==> src/rtl/cpu_pkg.sv <==
// Shared CPU types and constants.
// Stack sequencer state encoding and stack-page parameters.
package cpu_pkg;

  localparam logic [7:0] STACK_PAGE = 8'h01;

  localparam logic [1:0] PUSH_PC  = 2'd2;
  localparam logic [1:0] PUSH_INT = 2'd3;

  typedef enum logic [2:0] {
    ST_IDLE,
    ST_PUSH,
    ST_PULL_INC,
    ST_PULL_RD,
    ST_PULL_LAST,
    ST_DONE
  } stack_state_t;

endpackage

==> src/rtl/stack_byte_asm.sv <==
// Pull-data assembler: collects read bytes into slots.
// Result register updates only when a pull completes.
module stack_byte_asm
  import cpu_pkg::*;
#(
  parameter int WIDTH     = 8,
  parameter int MAX_BYTES = 3
) (
  input  logic                       clk,
  input  logic                       rst,
  input  logic                       clr,
  input  logic                       wr_en,
  input  logic [1:0]                 idx,
  input  logic [WIDTH-1:0]           rdata,
  input  logic                       commit,
  output logic [MAX_BYTES*WIDTH-1:0] pull_data
);

  logic [MAX_BYTES*WIDTH-1:0] acc;
  logic [MAX_BYTES*WIDTH-1:0] acc_nxt;

  // Merge the incoming byte into its slot.
  always_comb begin
    acc_nxt = acc;
    for (int i = 0; i < MAX_BYTES; i++) begin
      if (wr_en && (int'(idx) == i)) begin
        acc_nxt[i*WIDTH +: WIDTH] = rdata;
      end
    end
  end

  // Accumulator cleared at pull start; result held until commit.
  always_ff @(posedge clk or posedge rst) begin
    if (rst) begin
      acc       <= '0;
      pull_data <= '0;
    end else begin
      if (clr) begin
        acc <= '0;
      end else begin
        acc <= acc_nxt;
      end
      if (commit) begin
        pull_data <= acc_nxt;
      end
    end
  end

endmodule

==> src/rtl/stack_seq.sv <==
// Stack access sequencer for page-1 push/pull transfers.
// Push writes then decrements; pull increments then reads.
module stack_seq
  import cpu_pkg::*;
#(
  parameter int               WIDTH      = 8,
  parameter logic [WIDTH-1:0] STACK_PAGE = cpu_pkg::STACK_PAGE,
  parameter int               MAX_BYTES  = 3
) (
  input  logic                       clk,
  input  logic                       rst,
  input  logic                       req_valid,
  output logic                       req_ready,
  input  logic                       req_pull,
  input  logic [1:0]                 req_count,
  input  logic [MAX_BYTES*WIDTH-1:0] push_data,
  input  logic [WIDTH-1:0]           sp,
  output logic                       sp_inc,
  output logic                       sp_dec,
  output logic [2*WIDTH-1:0]         mem_addr,
  output logic                       mem_we,
  output logic                       mem_re,
  output logic [WIDTH-1:0]           mem_wdata,
  input  logic [WIDTH-1:0]           mem_rdata,
  output logic [MAX_BYTES*WIDTH-1:0] pull_data,
  output logic                       done
);

  stack_state_t state;
  stack_state_t state_nxt;

  logic [1:0]                 cnt;
  logic [1:0]                 idx;
  logic [MAX_BYTES*WIDTH-1:0] pdata;
  logic                       accept;
  logic [WIDTH-1:0]           wbyte;
  logic                       asm_wr;
  logic                       asm_commit;
  logic [1:0]                 asm_idx;

  assign accept = req_valid && req_ready;

  // Most significant remaining push byte.
  always_comb begin
    wbyte = '0;
    for (int k = 1; k <= MAX_BYTES; k++) begin
      if (int'(cnt) == k) begin
        wbyte = pdata[k*WIDTH-1 -: WIDTH];
      end
    end
  end

  // Strobes and address decode straight from state and sp.
  always_comb begin
    sp_dec    = (state == ST_PUSH);
    mem_we    = (state == ST_PUSH);
    sp_inc    = (state == ST_PULL_INC);
    mem_re    = (state == ST_PULL_RD);
    mem_addr  = {STACK_PAGE, sp};
    mem_wdata = (state == ST_PUSH) ? wbyte : '0;
  end

  // Next-state selection.
  always_comb begin
    state_nxt = state;
    unique case (state)
      ST_IDLE: begin
        if (accept) begin
          if (req_count == 2'd0) state_nxt = ST_DONE;
          else if (req_pull)     state_nxt = ST_PULL_INC;
          else                   state_nxt = ST_PUSH;
        end
      end
      ST_PUSH: begin
        if (cnt == 2'd1) state_nxt = ST_DONE;
      end
      ST_PULL_INC: state_nxt = ST_PULL_RD;
      ST_PULL_RD: begin
        if (cnt > 2'd1) state_nxt = ST_PULL_INC;
        else            state_nxt = ST_PULL_LAST;
      end
      ST_PULL_LAST: state_nxt = ST_DONE;
      ST_DONE:      state_nxt = ST_IDLE;
      default:      state_nxt = ST_IDLE;
    endcase
  end

  // State, counters and registered handshake outputs.
  always_ff @(posedge clk or posedge rst) begin
    if (rst) begin
      state     <= ST_IDLE;
      cnt       <= '0;
      idx       <= '0;
      pdata     <= '0;
      req_ready <= 1'b1;
      done      <= 1'b0;
    end else begin
      state     <= state_nxt;
      req_ready <= (state_nxt == ST_IDLE);
      done      <= (state_nxt == ST_DONE);
      if (accept) begin
        cnt   <= req_count;
        idx   <= '0;
        pdata <= push_data;
      end else if (state == ST_PUSH) begin
        cnt <= cnt - 2'd1;
      end else if (state == ST_PULL_RD) begin
        cnt <= cnt - 2'd1;
        idx <= idx + 2'd1;
      end
    end
  end

  assign asm_wr = ((state == ST_PULL_INC) && (idx != 2'd0))
                || (state == ST_PULL_LAST);
  assign asm_commit = (state == ST_PULL_LAST);
  assign asm_idx    = idx - 2'd1;

  stack_byte_asm #(
    .WIDTH     (WIDTH),
    .MAX_BYTES (MAX_BYTES)
  ) u_asm (
    .clk       (clk),
    .rst       (rst),
    .clr       (accept && req_pull),
    .wr_en     (asm_wr),
    .idx       (asm_idx),
    .rdata     (mem_rdata),
    .commit    (asm_commit),
    .pull_data (pull_data)
  );

endmodule

==> config.mk <==
export PLATFORM = sky130hd
export DESIGN_NAME = stack_seq
export DESIGN_NICKNAME = d
export VERILOG_FILES = /design/src/rtl/cpu_pkg.sv /design/src/rtl/stack_byte_asm.sv /design/src/rtl/stack_seq.sv
export SDC_FILE = /design/constraint.sdc
export NUM_CORES = 1
export LEC_CHECK = 0
export BUFFER_PORTS_ARGS = -buffer_cell sky130_fd_sc_hd__buf_2
export CORE_ASPECT_RATIO = 0.5
export CORE_UTILIZATION = 40
export CTS_BUF_LIST = sky130_fd_sc_hd__clkbuf_4 sky130_fd_sc_hd__clkbuf_8
export DETAILED_ROUTE_END_ITERATION = 8
export PLACE_DENSITY = 0.74
export SLEW_MARGIN = 15
export SYNTH_ARGS = -nofsm -noshare
export SYNTH_HDL_FRONTEND = slang
export SYNTH_SLANG_ARGS = --single-unit
==> constraint.sdc <==
create_clock -name clk -period 4.15 [get_ports clk]
set_input_delay 0.2075 -clock clk [delete_from_list [all_inputs] [get_ports clk]]
set_output_delay 0.2075 -clock clk [all_outputs]
set_load 0.02 [all_outputs]
After elaboration in Yosys (flattened, before gate mapping)
Cells that the tools add are included.

cells by class
  add/subtract/negate cells = 3
  multiply operators = 0
  divide/modulo/power cells = 0
  $lt $le $gt $ge = 1
  equal/unequal tests = 12
  shifts and indexed selects = 0
  multiplexer cells = 20
  bitwise gates (word level) = 0
  reduce and logical (&&, ||, !) cells = 15

operator list
  kind                                                                     number
  8-bit 2-to-1 mux                                                         7
  24-bit 2-to-1 mux                                                        1
  3-bit one-hot mux with 5 select lines                                    1
  2-bit 2-to-1 mux                                                         7
  3-bit 2-to-1 mux                                                         4
  2-bit == test, second input constant                                     4
  3-bit by 2-bit == test with 1-bit output, second input constant          2
  3-bit == test, second input constant                                     2
  1-bit logical AND                                                        6
  3-bit logical NOT                                                        2
  2-bit by 1-bit == test with 1-bit output, second input constant          2
  2-bit logical NOT                                                        2
  2-bit nonzero test                                                       2
  2-bit by 1-bit subtractor with 2-bit output, second input constant       2
  3-bit by 1-bit == test with 1-bit output, second input constant          1
  3-bit nonzero test                                                       1
  2-bit by 1-bit adder with 2-bit output, second input constant            1
  2-bit by 1-bit > comparator with 1-bit output, second input constant     1
  2-bit by 1-bit inequality test with 1-bit output, second input constant  1
  2-bit AND reduction                                                      1
  1-bit logical OR                                                         1

word-level totals
  bits in registers = 81
  latch bits = 0
  memory bits (writable) = 0
  memory bits (read-only) = 0
  logic and storage cells = 59
  memories kept = 0

Longest topological paths before layout
  depth in word-level cells = 6
  depth in mapped cells = 7
  gate-level depth less buffers = 6

By module
From an unflattened synthesis, not the netlist that was laid out.

unflattened totals
  cell total of the unflattened synthesis = 324
  area total of the unflattened synthesis = 3667.3 µm²

by module, submodules not included
  module          times used  cells each  area an instance (µm²)  seq. area each (µm²)
  stack_seq       1           166         1850.5                  827.0
  stack_byte_asm  1           158         1816.7                  1201.2

Worst setup path after synthesis
No wires, ideal clock.

  path type = register -> output
  start point = register cnt[0]
  end point = output port mem_wdata[5]
  arrival = 2.267 ns
  slack = 1.676 ns
  cell stages (with the launch flop) = 7
  path buffers = 1
  cell sequence = dfrtp_1 > inv_1 > ha_1 > buf_2 > and2b_1 > a221oi_1 > a2111oi_0

on the way
  cells in the longest elaborated chain, start to end = 5
  elaborated cells on any way between the ends = 7

ends and longest elaborated chain
  item                           RTL line          source
  from (decl)                    stack_seq.sv:32   logic [1:0] cnt;
  from (signal assigned)         stack_seq.sv:102  cnt <= req_count;
  from (signal assigned)         stack_seq.sv:106  cnt <= cnt - 2'd1;
  from (signal assigned)         stack_seq.sv:108  cnt <= cnt - 2'd1;
  2-bit == test                  stack_seq.sv:47   if (int'(cnt) == k) begin
  8-bit 2-to-1 mux (2 in a row)  stack_seq.sv:47
  8-bit 2-to-1 mux (*)           stack_seq.sv:47
  8-bit 2-to-1 mux (*)           stack_seq.sv:60   mem_wdata = (state == ST_PUSH) ? wbyte : '0;
  to (decl)                      stack_seq.sv:23   output logic [WIDTH-1:0] mem_wdata,

Every way passes the cells marked *; elsewhere a longest branch is shown, timed or not.

Final worst setup path
  start point = register cnt[0]
  end point = output port mem_wdata[1]

The elaborated chain is that of the path after synthesis.

==> flow_metrics.py <==
metrics = {
    "outcome": {
        "outcome": "finished clean",
    },
    "detailed_routing": {
        "via_per_inst": 4.84,
        "drtIter0Drc": 99,
        "firstDrtPassIters": 4,
        "wl_per_cell_um": 14.1,
        "routed_wl_um": 7190,
        "vias": 2468,
        "remaining_drc_errors": 0,
        "ant_nets": 0,
    },
    "synthesis": {
        "yosysWarningCount": 0,
        "seq_area_frac_synth": 0.554,
        "synth-edff-count": 0,
        "synth_ff_type": "dfrtp_1",
        "synth_seq_cells": 81,
        "synthCells": 327,
        "synth.avg_cell_area_um2": 11.2,
        "netlist_area_um2": 3660,
        "synth_cell_types": 38,
        "synthArstFlopShare": 1.00,
    },
    "power_and_ir_drop": {
        "cellPowerDensity_nw_per_um2": 753,
        "ir_worst_vdd_mv": 0.375,
        "seq_power_share": 0.417,
        "swShare": 0.392,
        "clock_power_share": 0.186,
        "leakage_nw": 2.17,
        "power_frac_comb": 0.398,
        "p_sw_mw": 1.25,
        "p_int_mw": 1.94,
    },
    "sta": {
        "worst_slack_ns": 1.47,
        "fin_worst_skew_ns": 0.00577,
        "period_share": 0.645,
        "finalHoldViolations": 0,
        "max_freq_mhz": 374,
        "finalSetupViolCount": 0,
        "finalMaxSlewViolations": 0,
        "tns_ns": 0,
        "rsz0062_at_grt": "no",
        "worstMarginPinSlew_ns": 0.974,
        "period_needed_ns": 2.68,
        "slew_headroom": 0.350,
    },
    "finish": {
        "syn_to_final_growth_pct": 15.9,
        "antenna_cells": 0,
        "drive_above_1_share": 0.270,
        "fin_nets": 442,
        "filler_cell_count": 858,
    },
    "critical_path": {
        "crit_chain": "inv_1 > ha_1 > and2b_1 > a221oi_1 > a2111oi_0 > buf_2",
        "criticalPathCategory": "flop to output pin",
        "critPathMaxStageDelay_ns": 0.55,
        "critPathRequiredTime_ns": 3.94,
        "r2r_setup_slack_ns": 2.06,
        "slowest_stage": "a2111oi_0",
        "critPathArrivalTime_ns": 2.47,
        "start_kind": "flop",
        "cp_max_fo": 10,
        "worstSetupEndpointType": "output pin",
    },
    "grt": {
        "grt_pass1_vias": 2386,
        "grt_max_degree": 49,
        "grt_usage": 0.161,
        "grt_first_pass_wirelength_um": 11600,
        "antenna_found_initial": 0,
        "grt_overflow_total": 0,
    },
    "die": {
        "fp.dieW_um": 137,
        "core_area_um2": 8800,
        "io_pins": 100,
        "dieArea_um2": 9560,
        "rows": 24,
        "die_h_um": 69.6,
        "initial_utilization": 0.416,
    },
    "placement": {
        "place.port_buffers": 75,
        "place.gp.congestion": 0.787,
        "dp_slack_ns": 1.91,
        "place_hpwl_um": 4890,
    },
    "clock_tree": {
        "cts.path.max_buffers": 2,
        "clock_sinks": 81,
        "cts_hold_buffers": 1,
        "clkLatencyLatePin_ns": 0.35,
        "cts.repair.resized": 0,
        "cts_root_buffer": "clkbuf_8",
        "cts_tree": "built",
        "post-cts-setup-buffer-count": 0,
        "htreeDepth": 3,
        "cts_buffers": 9,
        "clk_pin_slew_ns": 0.08,
    },
    "hold_path": {
        "hold_class": "input port to flop",
    },
    "job": {
        "maxCapViolCount": 0,
    },
}
## layout by cell type (no fill, tap or decap), types with 2 or more instances in the layout
cell type and count:
a2111oi_0 8, a21oi_1 32, a221oi_1 7, and2_1 2, and2b_1 2, buf_2 75
buf_4 3, clkbuf_8 11, clkinv_2 2, conb_1 8, dfrtp_1 80, ha_1 8
inv_1 12, mux2_1 15, mux2_2 3, mux2i_1 24, nand2_1 10, nor2_1 56
nor3_1 2, nor3b_4 2, o211ai_4 3, o21ai_0 7, xnor2_1 2
## synth_stat cells (2+ instances only)
library cell | number | area (µm²)
dfrtp_1 | 80 | 2000
a21oi_1 | 32 | 160
o21ai_0 | 7 | 35.0
clkbuf_1 | 9 | 33.8
nor2_1 | 56 | 210
mux2_1 | 15 | 169
and2_1 | 2 | 12.5
a2111oi_0 | 8 | 70.1
inv_1 | 13 | 48.8
buf_4 | 17 | 128
buf_2 | 8 | 40.0
and2b_1 | 2 | 15.0
nor3_1 | 2 | 10.0
conb_1 | 2 | 7.51
mux2_2 | 3 | 33.8
xnor2_1 | 2 | 17.5
a221oi_1 | 7 | 61.3
nand2_1 | 10 | 37.5
ha_1 | 8 | 100
mux2i_1 | 24 | 240
o211ai_4 | 3 | 63.8
## power groups by stage
stage	logic, mW	clock network (mW)	registers [mW]
after floorplan	0.821	0	1.45
after detailed placement	1.28	0	1.34
after global placement	1.25	0	1.34
final	1.27	0.593	1.33
after CTS	1.28	0.615	1.34
after global routing	1.42	0.644	1.38
## flip-flops by register name, indices dropped and copies added, names as in the netlist
register,cells
state,3
u_asm.pull_data,24
done,1
idx,2
cnt,2
req_ready,1
u_asm.acc,24
pdata,24
## layout make-up
class	instances	area, µm²	share of cell area
Sequential cell	81	2030	0.478
Multi-Input combinational cell	203	1400	0.329
Timing Repair Buffer	79	408	0.0962
Clock buffer	12	159	0.0375
Tap cell	117	146	0.0345
Inverter	14	53.8	0.0127
Clock inverter	4	51.3	0.0121
## cell families (layout without fill, tap and decap cells)
logic type / Yosys count / after routing / share of synthesized area
AOI/OAI and AO/OA: 61 / 61 / 0.115
buffers and inverters: 49 / 109 / 0.0725
muxes: 42 / 42 / 0.121
other: 2 / 8 / 0.00205
adders and majority gates: 9 / 9 / 0.0301
and+or+nand+nor: 81 / 81 / 0.101
DFF: 81 / 81 / 0.554
xor gates and xnor gates: 2 / 2 / 0.00479
## through the flow
step           power, mW   util  instance area [µm²]  hold WS [ns]  instances
6_report            3.19  0.482                 4240        0.0607        510
3_3_place_gp        2.59  0.457                 4020         0.298        493
2_1_floorplan       2.27      -                 3680         0.324        333
3_5_place_dp        2.63  0.457                 4020         0.306        493
5_1_grt             3.44  0.482                 4240        0.0423        510
4_1_cts             3.23  0.482                 4240        0.0426        510
## worst paths after layout
path,startpoint,endpoint,depth (start not counted)
setup / recovery,cnt[0],mem_wdata[1],6
setup reg to reg,state[1],u_asm.pull_data[7],4
min in group asynchronous,rst,u_asm.pull_data[17],3
max in group asynchronous,rst,u_asm.acc[2],4
hold reg to reg,pdata[14],pdata[14],1
hold / removal,push_data[19],pdata[19],3
## worst max-delay path: cells and delay by family, from the launching register on
kind,cells,cell delay (ns)
buffers and inverters,2,0.34
flip-flops,1,0.43
adder cells (fa/ha/maj),1,0.31
AO/OA/AOI/OAI,2,0.67
AND/OR/NAND/NOR,1,0.37
## layer usage
layer | up-vias | wire length [µm] | global-route usage
li1 | 1206 | - | -
met1 | 1180 | 3490 | 0.214
met2 | 71 | 3210 | 0.243
met3 | 11 | 385 | 0.0541
met4 | 0 | 105 | 0.0586
met5 | - | 0 | 0
(Power assumes the default switching activity.)
